==> config.mk <==
export PLATFORM = sky130hd
export DESIGN_NAME = hdd_pwr_mon
export DESIGN_NICKNAME = d
export VERILOG_FILES = /design/src/rtl/hdd_pwr_mon_pkg.sv /design/src/rtl/hdd_chan_mon.sv /design/src/rtl/hdd_pwr_mon.sv
export SDC_FILE = /design/constraint.sdc
export NUM_CORES = 1
export LEC_CHECK = 0
export CORE_UTILIZATION = 45
export CTS_BUF_LIST = sky130_fd_sc_hd__clkbuf_4
export CTS_CLUSTER_SIZE = 14
export DETAILED_ROUTE_END_ITERATION = 6
export HOLD_SLACK_MARGIN = 0.06
export PLACE_DENSITY = 0.75
export SYNTH_ARGS = -nofsm -noshare
export SYNTH_HDL_FRONTEND = slang
export SYNTH_HIERARCHICAL = 1
export SYNTH_SLANG_ARGS = --single-unit
==> constraint.sdc <==
create_clock -name SYSCLK -period 3.53 [get_ports SYSCLK]
set_input_delay 0.8825 -clock SYSCLK [delete_from_list [all_inputs] [get_ports SYSCLK]]
set_output_delay 0.8825 -clock SYSCLK [all_outputs]
set_load 0.01 [all_outputs]
==> src/rtl/hdd_pwr_mon_pkg.sv <==
// Shared definitions for the HDD power monitor: channel/handshake state encodings
// and default timing constants.
package hdd_pwr_mon_pkg;

  typedef enum logic [1:0] {
    CH_OFF   = 2'd0,
    CH_RAMP  = 2'd1,
    CH_ON    = 2'd2,
    CH_FAULT = 2'd3
  } chan_state_e;

  typedef enum logic {
    CLR_IDLE = 1'b0,
    CLR_HOLD = 1'b1
  } clr_state_e;

  localparam int DEF_NUM_HDD    = 15;
  localparam int DEF_DEB_TICKS  = 8;
  localparam int DEF_PG_TIMEOUT = 200;

endpackage

==> src/rtl/hdd_chan_mon.sv <==
// One drive bay: input synchronisers, presence debounce, power channel FSM,
// sticky fault and presence-change bits.
module hdd_chan_mon
  import hdd_pwr_mon_pkg::*;
#(
  parameter int DEB_TICKS  = DEF_DEB_TICKS,
  parameter int PG_TIMEOUT = DEF_PG_TIMEOUT
) (
  input  logic SYSCLK,
  input  logic RESET_N,
  input  logic TICK_1MS,
  input  logic HDD_PRSNT_L,
  input  logic HDD_PG,
  input  logic PWR_EN_HDD_L,
  input  logic CLR,
  output logic PRSNT_STS,
  output logic PG_STS,
  output logic FAULT_STS,
  output logic CHG_STS
);

  localparam int DW = $clog2(DEB_TICKS + 1);
  localparam int TW = $clog2(PG_TIMEOUT + 1);
  localparam logic [DW-1:0] DEB_LAST = DW'(DEB_TICKS - 1);
  localparam logic [TW-1:0] TMO      = TW'(PG_TIMEOUT);

  logic          prsnt_meta_r, prsnt_sync_r, prsnt_prev_r;
  logic          pg_meta_r, pg_sync_r;
  logic [DW-1:0] deb_cnt_r, deb_cnt_s;
  logic          stable_r, stable_s;
  logic          init_done_r, init_done_s;
  logic          chg_evt_s, deb_hit_s;
  chan_state_e   state_r, state_s;
  logic [TW-1:0] timer_r, timer_s;
  logic          chan_ok_s, fault_set_s;
  logic          fault_r, chg_r, pg_sts_r;

  assign deb_hit_s = TICK_1MS && (deb_cnt_r >= DEB_LAST);

  // Debounce next-state; until the first resolve the reference is the previous
  // synced sample, so the initial presence is learned without flagging a change.
  always_comb begin
    deb_cnt_s   = deb_cnt_r;
    stable_s    = stable_r;
    init_done_s = init_done_r;
    chg_evt_s   = 1'b0;
    if (!init_done_r) begin
      if (prsnt_sync_r != prsnt_prev_r) begin
        deb_cnt_s = '0;
      end else if (deb_hit_s) begin
        deb_cnt_s   = '0;
        stable_s    = prsnt_sync_r;
        init_done_s = 1'b1;
      end else if (TICK_1MS) begin
        deb_cnt_s = deb_cnt_r + DW'(1);
      end else begin
        deb_cnt_s = deb_cnt_r;
      end
    end else if (prsnt_sync_r != stable_r) begin
      if (deb_hit_s) begin
        deb_cnt_s = '0;
        stable_s  = prsnt_sync_r;
        chg_evt_s = 1'b1;
      end else if (TICK_1MS) begin
        deb_cnt_s = deb_cnt_r + DW'(1);
      end else begin
        deb_cnt_s = deb_cnt_r;
      end
    end else begin
      deb_cnt_s = '0;
    end
  end

  // Synchronisers and debounce state.
  always_ff @(posedge SYSCLK or negedge RESET_N) begin
    if (!RESET_N) begin
      prsnt_meta_r <= 1'b0;
      prsnt_sync_r <= 1'b0;
      prsnt_prev_r <= 1'b0;
      pg_meta_r    <= 1'b0;
      pg_sync_r    <= 1'b0;
      deb_cnt_r    <= '0;
      stable_r     <= 1'b0;
      init_done_r  <= 1'b0;
    end else begin
      prsnt_meta_r <= ~HDD_PRSNT_L;
      prsnt_sync_r <= prsnt_meta_r;
      prsnt_prev_r <= prsnt_sync_r;
      pg_meta_r    <= HDD_PG;
      pg_sync_r    <= pg_meta_r;
      deb_cnt_r    <= deb_cnt_s;
      stable_r     <= stable_s;
      init_done_r  <= init_done_s;
    end
  end

  assign chan_ok_s = stable_r & ~PWR_EN_HDD_L;

  // Channel FSM next-state; losing enable or presence beats power-good and timeout.
  always_comb begin
    state_s = state_r;
    timer_s = timer_r;
    case (state_r)
      CH_OFF: begin
        timer_s = '0;
        if (chan_ok_s) state_s = CH_RAMP;
        else           state_s = CH_OFF;
      end
      CH_RAMP: begin
        if (!chan_ok_s)          state_s = CH_OFF;
        else if (pg_sync_r)      state_s = CH_ON;
        else if (timer_r >= TMO) state_s = CH_FAULT;
        else if (TICK_1MS)       timer_s = timer_r + TW'(1);
        else                     timer_s = timer_r;
      end
      CH_ON: begin
        if (!chan_ok_s)      state_s = CH_OFF;
        else if (!pg_sync_r) state_s = CH_FAULT;
        else                 state_s = CH_ON;
      end
      CH_FAULT: begin
        if (!chan_ok_s) state_s = CH_OFF;
        else            state_s = CH_FAULT;
      end
      default: begin
        state_s = CH_OFF;
        timer_s = '0;
      end
    endcase
  end

  assign fault_set_s = (state_s == CH_FAULT) && (state_r != CH_FAULT);

  // Channel state, ramp timer and sticky status; a new event outranks a clear.
  always_ff @(posedge SYSCLK or negedge RESET_N) begin
    if (!RESET_N) begin
      state_r  <= CH_OFF;
      timer_r  <= '0;
      pg_sts_r <= 1'b0;
      fault_r  <= 1'b0;
      chg_r    <= 1'b0;
    end else begin
      state_r  <= state_s;
      timer_r  <= timer_s;
      pg_sts_r <= (state_r == CH_ON);
      if (fault_set_s) fault_r <= 1'b1;
      else if (CLR)    fault_r <= 1'b0;
      else             fault_r <= fault_r;
      if (chg_evt_s)   chg_r <= 1'b1;
      else if (CLR)    chg_r <= 1'b0;
      else             chg_r <= chg_r;
    end
  end

  assign PRSNT_STS = stable_r;
  assign PG_STS    = pg_sts_r;
  assign FAULT_STS = fault_r;
  assign CHG_STS   = chg_r;

endmodule

==> src/rtl/hdd_pwr_mon.sv <==
// HDD power readback monitor: one channel monitor per bay, the req/ack
// write-1-to-clear handshake and the shared alert.
module hdd_pwr_mon
  import hdd_pwr_mon_pkg::*;
#(
  parameter int NUM_HDD    = DEF_NUM_HDD,
  parameter int DEB_TICKS  = DEF_DEB_TICKS,
  parameter int PG_TIMEOUT = DEF_PG_TIMEOUT
) (
  input  logic               SYSCLK,
  input  logic               RESET_N,
  input  logic               TICK_1MS,
  input  logic [NUM_HDD-1:0] HDD_PRSNT_L,
  input  logic [NUM_HDD-1:0] HDD_PG,
  input  logic [NUM_HDD-1:0] PWR_EN_HDD_L,
  input  logic               CLR_REQ,
  input  logic [NUM_HDD-1:0] CLR_MASK,
  output logic               CLR_ACK,
  output logic [NUM_HDD-1:0] PRSNT_STS,
  output logic [NUM_HDD-1:0] PG_STS,
  output logic [NUM_HDD-1:0] FAULT_STS,
  output logic [NUM_HDD-1:0] CHG_STS,
  output logic               HDD_ALERT_L
);

  clr_state_e         clr_state_r, clr_state_s;
  logic               clr_fire_s;
  logic [NUM_HDD-1:0] clr_vec_s;
  logic               alert_r;

  // Clear handshake: fire once on request entry, then hold ack until request drops.
  always_comb begin
    clr_state_s = clr_state_r;
    clr_fire_s  = 1'b0;
    case (clr_state_r)
      CLR_IDLE: begin
        if (CLR_REQ) begin
          clr_fire_s  = 1'b1;
          clr_state_s = CLR_HOLD;
        end else begin
          clr_state_s = CLR_IDLE;
        end
      end
      CLR_HOLD: begin
        if (!CLR_REQ) clr_state_s = CLR_IDLE;
        else          clr_state_s = CLR_HOLD;
      end
      default: clr_state_s = CLR_IDLE;
    endcase
  end

  assign clr_vec_s = CLR_MASK & {NUM_HDD{clr_fire_s}};

  for (genvar g = 0; g < NUM_HDD; g++) begin : g_chan
    hdd_chan_mon #(
      .DEB_TICKS  (DEB_TICKS),
      .PG_TIMEOUT (PG_TIMEOUT)
    ) u_chan (
      .SYSCLK       (SYSCLK),
      .RESET_N      (RESET_N),
      .TICK_1MS     (TICK_1MS),
      .HDD_PRSNT_L  (HDD_PRSNT_L[g]),
      .HDD_PG       (HDD_PG[g]),
      .PWR_EN_HDD_L (PWR_EN_HDD_L[g]),
      .CLR          (clr_vec_s[g]),
      .PRSNT_STS    (PRSNT_STS[g]),
      .PG_STS       (PG_STS[g]),
      .FAULT_STS    (FAULT_STS[g]),
      .CHG_STS      (CHG_STS[g])
    );
  end

  // Handshake state and registered alert.
  always_ff @(posedge SYSCLK or negedge RESET_N) begin
    if (!RESET_N) begin
      clr_state_r <= CLR_IDLE;
      alert_r     <= 1'b1;
    end else begin
      clr_state_r <= clr_state_s;
      alert_r     <= ~|(FAULT_STS | CHG_STS);
    end
  end

  assign CLR_ACK     = (clr_state_r == CLR_HOLD);
  assign HDD_ALERT_L = alert_r;

endmodule
; ---- Word level (Yosys, flattened, before mapping)
; Cells that the tools add are included.
[classes]
addsub = 30
eq_ne = 195
n_bitwise = 47
n_mux = 452
magnitude_cmp = 30
n_reduce_logical = 122
[ops]
columns = cell, n
row1 = $mux 8, 60
row2 = $mux 4, 75
row3 = $pmux 8 s2, 15
row4 = $mux 1, 212
row5 = $mux 2, 75
row6 = $ne 2x2->1 const B, 75
row7 = $add 8x1->8 const B, 15
row8 = $ge 8x8->1 const B, 15
row9 = $pmux 2 s4, 15
row10 = $eq 2x2->1 const B, 45
row11 = $reduce_bool 2->1, 45
row12 = $reduce_and 5->1, 15
row13 = $add 4x1->4 const B, 15
row14 = $ge 4x3->1 const B, 15
row15 = $ne 2x1->1 const B, 30
row16 = $eq 2x1->1 const B, 15
row17 = $logic_and 1x1->1, 30
row18 = $logic_not 2->1, 15
row19 = $ne 1x1->1, 30
row20 = $not 1->1, 30
row21 = $reduce_and 2->1, 15
row22 = $and 1x1->1, 15
row23 = $and 15x15->15, 1
row24 = $or 15x15->15, 1
row25 = 2 further kinds, 2
[totals]
word_cells = 1073
input_bits = 64
reg_bits = 362
output_inout_bits = 62

; ---- Logic depth before layout (Yosys ltp)
; Gate-level depths: netlist of run 1.
[logic_depth]
word_depth = 8
mapped_depth = 6
ltp_nobuf = 5

; ---- Hierarchy
; The synthesis of run 1 kept the hierarchy.
[modules_own_cells]
columns = mod, n_inst, seq_area_each_um2, cells_per_inst, area_per_inst_um2
row1 = hdd_chan_mon (g_chan[0].u_chan ...), 13, 600.6, 109, 1137.3
row2 = hdd_chan_mon (g_chan[9].u_chan), 1, 600.6, 110, 1167.4
row3 = hdd_chan_mon (g_chan[5].u_chan), 1, 600.6, 108, 1146.1
row4 = hdd_pwr_mon, 1, 51.3, 30, 234.0

; ---- Least setup slack after synthesis of run 1
; OpenSTA, ideal clock, no wires.
[synth_path]
path_type = in2reg
startpoint = input port TICK_1MS
endpoint = register g_chan[0].u_chan.timer_r[2]
required_time_ps = 3447
t_arrival_ps = 2157
slack_ps = 1291
stages = 6
path_buffers = 2
setup_ps = 83
path_cell_list = clkbuf_1 -> nand4bb_1 -> or2_1 -> buf_2 -> or4_1 -> o21ai_0
[synth_via]
elab_chain_cells = 2
[synth_lines]
columns = item, line
row1 = from (decl), hdd_pwr_mon.sv:12  ; input logic TICK_1MS,
row2 = $ne 2x2->1 (no line), n/a
row3 = $reduce_and 5->1 (no line), n/a
row4 = to (signal assigned), hdd_chan_mon.sv:144  ; timer_r <= timer_s;
row5 = to (decl), hdd_chan_mon.sv:34  ; logic [TW-1:0] timer_r, timer_s;
; Every way passes these cells.
; A chain may end at the register's enable or synchronous reset.

; ---- Final worst setup path of run 1
[layout_path]
startpoint = register g_chan[14].u_chan.stable_r
endpoint = output port PRSNT_STS[14]
[layout_lines]
columns = item, line
row1 = from (decl), hdd_chan_mon.sv:30  ; logic stable_r, stable_s;
row2 = from (signal assigned), hdd_chan_mon.sv:92  ; stable_r <= stable_s;
row3 = to (decl), hdd_pwr_mon.sv:19  ; output logic [NUM_HDD-1:0] PRSNT_STS,
; No word-level cell between the ends.

==> summary.md, run 1 <==
| Metric | Value |
|---|---|
| Leak pwr | `8.81 nW` |
| Cell area after layout | `20400 sq um` |
| Maximum root-to-sink buffer count | `3` |
| Clock Latency Late Sink | `760 ps` |
| Largest net degree at the start of global routing | `93` |
| Fin util | `0.540` |
| Critical path capture point type | `primary output` |
| Hold buffers post-CTS | `0` |
| Routed vias | `13000` |
| VDD IR max | `0.273 mV` |
| Req. time, crit path | `2650 ps` |
| # Max-Cap Violations | `0` |
| Slew Limit Headroom | `0.105` |
| First-pass GRT wire length | `62.9 mm` |
| Vias in the first global route | `13100` |
| Yosys top cell by area | `dfrtp_1` |
| Final Cycle Share | `0.792` |
| Die height | `198 um` |
| Ranking of synthesized cells by area | `dfrtp_1, nor2_1, xnor2_1` |
| Root buffer cell | `clkbuf_4` |
| Layout area overhead | `17.7%` |
| All-Layer GR Usage | `0.197` |
| Initial antenna violation count | `2` |
| Post-synthesis sequential area ratio | `0.523` |
| WS Path Type | `reg2out` |
| CP startpoint kind | `flop` |
| Nets | `1959` |
| Post-Syn Instances | `1665` |
| DP HPWL | `25.8 mm` |
| Outcome | `finished clean` |
| Die X-Extent | `198 um` |
| Total CTS buffers | `95` |
| # rows | `71` |
| Global placer's final weighted congestion | `0.830` |
| Hold Crit Class | `in2async` |
| Buffers and inverters on the worst path | `1` |
| RSZ-0062 raised after global routing | `false` |
| Worst path cell trace | `clkdlybuf4s50_1` |
| Commonest non-fill, non-tap cell in the layout | `dfrtp_1` |
| Post-DR wirelength/cell | `15.4 um` |
| Cell Pwr Density | `483 nW/um^2` |
| Synth Cell Area | `17300 sq um` |
| IO Port Bufs | `125` |
| Area share of the largest cell type after synthesis | `0.521` |
| TNS Setup | `0 ps` |
| Post-CTS sizing | `0` |
| Netlist cell types | `60` |
| Maximum fanout along the worst path | `9` |
| Post-synthesis register bit count | `362` |
| I/O Pins | `126` |
| Placed insts | `2264` |
| Most frequent cells in the layout | `dfrtp_1, nor2_1, clkbuf_4, clkdlybuf4s50_1, inv_1` |
| Initial core utilization | `0.459` |
| Critical path's top delay family | `buffers and inverters` |
| H-Tree Depth | `3` |
| ANT nets after route | `0` |
| DRC violations left | `0` |
| Post-layout min period | `2800 ps` |
| Syn_area_per_cell | `10.4 sq um` |
| Pre-CTS setup slack | `846 ps` |
| Post-detailed-routing wire length | `37.4 mm` |
| CP max stage delay | `640 ps` |
| Tot Pwr | `9.84 mW` |
| Clk_skew | `54.5 ps` |
| Pre-antenna DRT Iters | `5` |
| Net Count, Synth | `1774` |
| Slew Limit Fails | `0` |
| Worst EP arrival | `1910 ps` |
| Ratio of cells with drive above 1 in the final layout | `0.122` |
| Synth Warn # | `6` |
| Via-per-instance ratio | `5.32` |
| Final Hold Vio Count | `0` |
| Core area | `37800 sq um` |
| Max frequency | `358 MHz` |
| Clk sinks | `362` |
| Worst Slack Setup Final | `733 ps` |
| Layout fillers | `3266` |
| Worst-Margin Slew | `1330 ps` |
| DIE AREA | `39300 sq um` |
| Finished Layout Cells | `2434` |
| Clock transition at path regs | `70 ps` |
| WHS | `151 ps` |
| Ys async rst share | `1.00` |
| Initial DRC count | `719` |
| Endpoints failing setup | `0` |
| Most frequently used flop master after synthesis | `dfrtp_1` |
| CTS tree | `yes` |
| Placed Area | `19200 sq um` |
| EDFF count, synth | `0` |
| Total gr overflow | `0` |
| Post-CTS setup buffer count | `0` |
| Slowest CP cell | `clkdlybuf4s50_1` |
## state kept, by name (all words and copies together), names as in the netlist
signal,count
CLR_ACK,1
HDD_ALERT_L,1
g_chan.u_chan/CHG_STS,15
g_chan.u_chan/FAULT_STS,15
g_chan.u_chan/PG_STS,15
g_chan.u_chan/PRSNT_STS,15
g_chan.u_chan/deb_cnt_r,60
g_chan.u_chan/init_done_r,15
g_chan.u_chan/pg_meta_r,15
g_chan.u_chan/pg_sync_r,15
g_chan.u_chan/prsnt_meta_r,15
g_chan.u_chan/prsnt_prev_r,15
g_chan.u_chan/prsnt_sync_r,15
g_chan.u_chan/state_r,30
g_chan.u_chan/timer_r,120
## cells in the mapped netlist, drive strengths merged, types with 3 or more instances
library cell / n
dfrtp: 361
nor2: 199
inv: 105
a21oi: 88
nand2: 78
xnor2: 70
o21ai: 61
xor2: 48
nand2b: 47
ha: 45
nand3: 45
clkbuf: 42
nor4: 34
and2: 30
mux2i: 30
and3: 28
nor3: 28
nand4bb: 27
or2: 26
nand4: 23
or3: 17
a31oi: 16
o22ai: 16
buf: 15
nand4b: 15
nor2b: 15
o21bai: 15
o32ai: 15
a211o: 14
nor4b: 14
o221ai: 14
o311a: 14
o32a: 14
nand3b: 13
nor3b: 13
or4: 13
and4: 3
## layer usage
layer	vias up	track usage	wire length (um)
met5	-	0	0
met4	0	0.0804	1120
met3	82	0.0497	1750
met2	263	0.309	17200
met1	6352	0.261	17300
li1	6255	-	-
## layout make-up
cell class              instances  area [sq um]  area share
clock inverters                24          93.8     0.00460
diodes                          1          2.50    0.000123
flip-flops and latches        362          9060       0.444
well taps                     511           639      0.0313
repair buffers                145          1480      0.0725
clock buffers                 145          1090      0.0534
inverters                     105           394      0.0193
multi-input cells            1141          7640       0.375
## cell families (layout without fill, tap and decap cells)
| logic type | Yosys count | count (layout) | share of synthesized area |
|---|---|---|---|
| buffers and inverters | 162 | 419 | 0.0366 |
| adders and majority gates | 45 | 45 | 0.0325 |
| DFF | 362 | 362 | 0.523 |
| other | 0 | 1 | 0 |
| xor gates and xnor gates | 118 | 118 | 0.0596 |
| AOI/OAI and AO/OA | 277 | 277 | 0.114 |
| muxes | 30 | 30 | 0.0173 |
| and+or+nand+nor | 671 | 671 | 0.217 |
## final timing paths
path	from	to	depth (start not counted)	slack, ps
setup / recovery	g_chan[14].u_chan/PRSNT_STS	PRSNT_STS[14]	1	730
hold / removal	RESET_N	g_chan[8].u_chan/timer_r[0]	1	150
setup reg to reg	g_chan[12].u_chan/CHG_STS	HDD_ALERT_L	3	1520
hold reg to reg	g_chan[11].u_chan/prsnt_meta_r	g_chan[11].u_chan/prsnt_sync_r	0	320
max in group asynchronous	RESET_N	g_chan[4].u_chan/FAULT_STS	2	2490
min in group SYSCLK	g_chan[11].u_chan/prsnt_meta_r	g_chan[11].u_chan/prsnt_sync_r	0	320
## worst reg2reg max path, stage by stage, from the launching register on
cell,delay (ps)
dfrtp_1,440
nor4_1,1130
nand4_1,190
nor2_1,170
## report_power, final
| group | internal, mW | switching (mW) | leakage (nW) |
|---|---|---|---|
| Sequential | 4.44 | 0.456 | 4.79 |
| Clock | 1.86 | 1.68 | 0.709 |
| Combinational | 0.684 | 0.717 | 3.31 |
| Total | 6.99 | 2.86 | 8.81 |
No activity file was read; power rests on OpenSTA's default activity.
==> inputs of run 2 (changes only) <==
Settings changed: PLACE_DENSITY 0.75 to 0.77.
Clock period 3.53 ns to 2.49 ns, I/O delays scaled along.
==> run 2 against run 1 <==
Net effect:
- sequential share of layout area shrank 0.41 points
- sequential power grew 39%
- first-iteration DRC count shrank 11%
- clock-buffer cell count shrank 15
- non-clock buffer count grew 19
- clock power grew 50%
- flip-flop and latch count is the same
- largest cell class unchanged
- critical endpoint is now CHG_STS[11]
- clock skew is essentially flat
- hold slack gained 140 ps
- wire length grew 0.81%
==> summary.md, run 2 (same netlist as run 1, synthesis figures left out) <==
| Metric | Value |
|---|---|
| Worst-Margin Slew | `592 ps (-738 ps)` |
| Met1 WL | `16.9 mm (-2.5%)` |
| Commonest non-fill, non-tap cell in the layout | `dfrtp_1` |
| Via-per-instance ratio | `5.32 (about the same)` |
| Clock transition at path regs | `60 ps (about the same)` |
| Cell area after layout | `20600 sq um (+1.2%)` |
| Vias in the first global route | `13000 (-1.2%)` |
| IO Port Bufs | `125 (unchanged)` |
| Pre-antenna DRT Iters | `5 (unchanged)` |
| WHS | `287 ps (+136 ps)` |
| Layout area overhead | `19.1%` |
| # Max-Cap Violations | `0 (unchanged)` |
| Initial antenna violation count | `4 (+2)` |
| Post-DR wirelength/cell | `15.4 um (about the same)` |
| Critical path's top delay family | `buffers and inverters` |
| Post-detailed-routing wire length | `37.7 mm (+0.81%)` |
| Clk sinks | `362 (unchanged)` |
| Initial DRC count | `642 (-11%)` |
| Maximum fanout along the worst path | `3 (-6)` |
| Placed insts | `2265 (+0.044%)` |
| Metal2 WL | `17.6 mm (+2.5%)` |
| Leak pwr | `9.01 nW (+2.3%)` |
| Fin util | `0.547 (+0.00663)` |
| Clk_skew | `54.4 ps (-0.0712 ps)` |
| I/O Pins | `126 (unchanged)` |
| # rows | `71 (unchanged)` |
| Worst EP arrival | `1770 ps (-140 ps)` |
| Finished Layout Cells | `2455 (+0.86%)` |
| Regs by FF count | `g_chan.u_chan/timer_r (120), g_chan.u_chan/deb_cnt_r (60), g_chan.u_chan/state_r (30)` |
| TNS Setup | `0 ps (unchanged)` |
| Critical path capture point type | `primary output` |
| Total CTS buffers | `98 (+3.2%)` |
| Die X-Extent | `198 um (unchanged)` |
| Hold Crit Class | `in2reg` |
| Final Cycle Share | `0.961` |
| ANT nets after route | `0 (unchanged)` |
| Most frequent cells in the layout | `dfrtp_1, nor2_1, clkbuf_4, clkdlybuf4s50_1, inv_1` |
| Core area | `37800 sq um (unchanged)` |
| Outcome | `finished clean` |
| Uppermost routed layer | `met5` |
| Req. time, crit path | `1870 ps (-780 ps)` |
| Initial core utilization | `0.459 (unchanged)` |
| Worst path cell trace | `clkdlybuf4s50_1` |
| CTS tree | `yes` |
| Die height | `198 um (unchanged)` |
| Global placer's final weighted congestion | `0.882 (+6.3%)` |
| DP HPWL | `25.7 mm (-0.41%)` |
| Total gr overflow | `0 (unchanged)` |
| Slowest CP cell | `clkdlybuf4s50_1` |
| Buffers and inverters on the worst path | `1 (unchanged)` |
| Largest net degree at the start of global routing | `73 (-22%)` |
| Met3 routed WL | `2.33 mm (+33%)` |
| Endpoints failing setup | `0 (unchanged)` |
| First-pass GRT wire length | `62.4 mm (-0.88%)` |
| Post-layout min period | `2390 ps` |
| CP max stage delay | `570 ps (-70 ps)` |
| Max frequency | `418 MHz` |
| Placed Area | `19200 sq um (+0.10%)` |
| Max FFs per register | `120 (unchanged)` |
| Routed vias | `13100 (+0.83%)` |
| Worst Slack Setup Final | `97.5 ps (-636 ps)` |
| Nets | `1981 (+1.1%)` |
| Pre-CTS setup slack | `213 ps (-633 ps)` |
| Biggest register | `g_chan.u_chan/timer_r` |
| Layout fillers | `3242 (-0.73%)` |
| RSZ-0062 raised after global routing | `false` |
| Cell Pwr Density | `698 nW/um^2 (+45%)` |
| Slew Limit Fails | `0 (unchanged)` |
| WS Path Type | `reg2out` |
| Root buffer cell | `clkbuf_4` |
| DRC violations left | `0 (unchanged)` |
| Final Hold Vio Count | `0 (unchanged)` |
| VDD IR max | `0.440 mV (+61%)` |
| Ratio of cells with drive above 1 in the final layout | `0.139 (+0.0170)` |
| Clock Latency Late Sink | `780 ps (+20 ps)` |
| DIE AREA | `39300 sq um (unchanged)` |
| All-Layer GR Usage | `0.196 (-0.00149)` |
| Slew Limit Headroom | `0.602 (+0.496)` |
| H-Tree Depth | `3 (unchanged)` |
| CP startpoint kind | `flop` |
| Tot Pwr | `14.4 mW (+46%)` |
| Maximum root-to-sink buffer count | `3 (unchanged)` |
-- run 2: cell count changes in the layout (fill, tap and decap cells not counted), sizes merged, moves of 5 or more --
cell | before | now
dlymetal6s2s | 0 | 5
buf | 22 | 40
clkdlybuf4s50 | 123 | 111
clkinv | 21 | 32
clkbuf | 145 | 130
dlygate4sd2 | 0 | 7
-- run 2: where the power goes --
| group | leakage (nW) | switching, mW | internal [mW] | total, mW |
|---|---|---|---|---|
| Sequential | 4.76 | 0.490 | 6.32 | 6.81 |
| Clock | 0.724 | 2.46 | 2.84 | 5.30 |
| Combinational | 3.53 | 1.21 | 1.09 | 2.30 |
| Total | 9.01 | 4.17 | 10.2 | 14.4 |
-- run 2: cell type report --
type	count	area, sq um	area share
Clock buffer	130	976	0.0473
Sequential cell	362	9090	0.440
Clock inverter	37	258	0.0125
Inverter	105	394	0.0191
Multi-Input combinational cell	1141	7640	0.370
Timing Repair Buffer	164	1640	0.0794
Tap cell	511	639	0.0310
Antenna cell	5	12.5	0.000606
-- run 2: repair_timing --
action,4_1_cts,5_1_grt
resized for setup,29,5
cloned,0,0
pin swaps,0,0
buffers inserted,11,6
endpoints found under the setup margin,27,9
hold endpoints to repair,45,0
hold buffers,1,0
-- run 2: metal layers --
layer,up-vias,track usage
li1,6317,-
met3,76,0.0559
met2,319,0.312
met5,-,0
met1,6344,0.253
met4,4,0.0732
-- run 2: worst paths after layout --
kind,start,to,slack (ps),depth (start not counted)
hold reg to reg,g_chan[6].u_chan/pg_meta_r,g_chan[6].u_chan/pg_sync_r,310,0
setup reg to reg,g_chan[3].u_chan/timer_r[4],g_chan[3].u_chan/timer_r[2],660,4
min in group asynchronous,RESET_N,g_chan[10].u_chan/timer_r[4],390,2
max in group asynchronous,RESET_N,g_chan[12].u_chan/PRSNT_STS,1300,3
setup / recovery,g_chan[11].u_chan/CHG_STS,CHG_STS[11],100,1
hold / removal,HDD_PG[11],g_chan[11].u_chan/pg_meta_r,290,1
==> inputs of run 3 (changes only) <==
Settings changed: SETUP_SLACK_MARGIN set to 0.1.
==> run 3 against run 2 <==
Net effect:
- global-route usage grew 0.063 points
- largest power group unchanged
- wire length grew 0.46%
- highest routed layer unchanged
- non-clock buffer count is the same
==> summary.md, run 3 (same netlist as run 1, synthesis figures left out) <==
| Metric | Value |
|---|---|
| Initial DRC count | `666 (+3.7%)` |
| # Max-Cap Violations | `0 (unchanged)` |
| Clk_skew | `53.5 ps (-0.900 ps)` |
| TNS Setup | `0 ps (unchanged)` |
| Ratio of cells with drive above 1 in the final layout | `0.139 (unchanged)` |
| Hold Crit Class | `in2reg` |
| Vias in the first global route | `13000 (+0.29%)` |
| Buffers and inverters on the worst path | `1 (unchanged)` |
| Slowest CP cell | `clkdlybuf4s50_1` |
| Regs by FF count | `g_chan.u_chan/timer_r (120), g_chan.u_chan/deb_cnt_r (60), g_chan.u_chan/state_r (30)` |
| Final Hold Vio Count | `0 (unchanged)` |
| Die X-Extent | `198 um (unchanged)` |
| Switching Fraction | `0.290 (+0.00135)` |
| Cell Pwr Density | `697 nW/um^2 (-0.22%)` |
| CTS tree | `yes` |
| Commonest non-fill, non-tap cell in the layout | `dfrtp_1` |
| Maximum root-to-sink buffer count | `3 (unchanged)` |
| Initial core utilization | `0.459 (unchanged)` |
| CP startpoint kind | `flop` |
| ANT nets after route | `0 (unchanged)` |
| Layout fillers | `3257 (+0.46%)` |
| Comb pwr share | `0.157 (-0.003)` |
| Leak pwr | `9.19 nW (+2.0%)` |
| Critical path capture point type | `primary output` |
| # rows | `71 (unchanged)` |
| Via-per-instance ratio | `5.34 (+0.29%)` |
| Outcome | `finished clean` |
| Total gr overflow | `0 (unchanged)` |
| Slew Limit Headroom | `0.603 (+0.000810)` |
| First-pass GRT wire length | `62.5 mm (+0.28%)` |
| Clk sinks | `362 (unchanged)` |
| VDD IR max | `0.443 mV (+0.78%)` |
| Internal | `10.2 mW (-0.52%)` |
| Post-layout min period | `2280 ps (-108 ps)` |
| Global placer's final weighted congestion | `0.882 (unchanged)` |
| Pre-antenna DRT Iters | `5 (unchanged)` |
| IO Port Bufs | `125 (unchanged)` |
| Max FFs per register | `120 (unchanged)` |
| DRC violations left | `0 (unchanged)` |
| Sw Pwr | `4.17 mW (+0.13%)` |
| Pre-CTS setup slack | `213 ps (unchanged)` |
| Layout area overhead | `19.0%` |
| Worst path cell trace | `clkdlybuf4s50_1` |
| DIE AREA | `39300 sq um (unchanged)` |
| Reg power frac | `0.473 (about the same)` |
| Endpoints failing setup | `0 (unchanged)` |
| WS Path Type | `reg2out` |
| Core area | `37800 sq um (unchanged)` |
| Worst Slack Setup Final | `206 ps (+108 ps)` |
| Initial antenna violation count | `4 (unchanged)` |
| Post-DR wirelength/cell | `15.4 um (+0.46%)` |
| Clock transition at path regs | `70 ps (about the same)` |
| Worst-Margin Slew | `591 ps (-1.20 ps)` |
| Clock network power share | `0.369 (about the same)` |
| Maximum fanout along the worst path | `2 (-1)` |
| Worst EP arrival | `1660 ps (-110 ps)` |
| Slew Limit Fails | `0 (unchanged)` |
| I/O Pins | `126 (unchanged)` |
| H-Tree Depth | `3 (unchanged)` |
| Routed vias | `13100 (+0.29%)` |
| All-Layer GR Usage | `0.197 (+0.000634)` |
| Req. time, crit path | `1870 ps (about the same)` |
| Post-detailed-routing wire length | `37.9 mm (+0.46%)` |
| Biggest register | `g_chan.u_chan/timer_r` |
| R2R Setup Slk | `650 ps (about the same)` |
| Die height | `198 um (unchanged)` |
| Most frequent cells in the layout | `dfrtp_1, nor2_1, clkbuf_4, inv_1, a21oi_1` |
| Nets | `1981 (unchanged)` |
| Max frequency | `438 MHz (+4.7%)` |
| RSZ-0062 raised after global routing | `false` |
| Root buffer cell | `clkbuf_4` |
| CP max stage delay | `540 ps (-30 ps)` |
| Critical path's top delay family | `buffers and inverters` |
| DP HPWL | `25.7 mm (unchanged)` |
| Total CTS buffers | `98 (unchanged)` |
| Largest net degree at the start of global routing | `73 (unchanged)` |
| Final Cycle Share | `0.917 (-0.0435)` |
| Clock Latency Late Sink | `790 ps (about the same)` |
## run 3: final timing paths
path / endpoint / from / cells past startpoint
max: PRSNT_STS[11] / g_chan[11].u_chan/PRSNT_STS / 1
min in group asynchronous: g_chan[10].u_chan/prsnt_prev_r / RESET_N / 2
max reg2reg: g_chan[3].u_chan/timer_r[2] / g_chan[3].u_chan/timer_r[4] / 4
max in group asynchronous: g_chan[2].u_chan/PRSNT_STS / RESET_N / 3
min reg2reg: g_chan[6].u_chan/pg_sync_r / g_chan[6].u_chan/pg_meta_r / 0
min: g_chan[13].u_chan/pg_meta_r / HDD_PG[13] / 1
## run 3: final cells by class
cell class                 instances  area [sq um]  area share
clock buffer                     130           976      0.0473
multi-input combinational       1141          7640       0.370
antenna                            5          12.5    0.000607
sequential                       362          9090       0.441
inverter                         105           394      0.0191
tap                              511           639      0.0310
timing repair buffer             164          1620      0.0784
clock inverter                    37           258      0.0125
## run 3: per-layer routing
metal / GRT usage / vias up / share of wire
met5: 0 / - / 0.00082
met1: 0.254 / 6377 / 0.44
met3: 0.0548 / 72 / 0.064
met4: 0.0726 / 4 / 0.021
met2: 0.314 / 333 / 0.47
li1: - / 6312 / -
## run 3: what timing repair did
item,CTS,global route
endpoints found under the hold margin,45,0
setup endpoints to repair,46,10
hold buffers,1,0
resized for setup,57,10
buffers inserted,17,0
## run 3: per-stage QoR
step,hold slack (ps),cell area [sq um],power [mW],instances,utilization
2_1_floorplan,327,17300,8.12,1665,-
3_3_place_gp,332,19200,8.91,2265,0.509
3_5_place_dp,335,19200,9.03,2265,0.509
4_1_cts,183,20600,14.6,2450,0.545
5_1_grt,194,20600,15.3,2451,0.546
6_report,279,20600,14.4,2455,0.546
## run 3: power by group through the flow
stage	Combinational [mW]	Sequential, mW	Clock, mW
4_1_cts	2.29	6.79	5.54
3_3_place_gp	1.90	7.01	0
2_1_floorplan	1.27	6.86	0
3_5_place_dp	1.98	7.05	0
5_1_grt	2.55	6.86	5.84
6_report	2.26	6.80	5.30
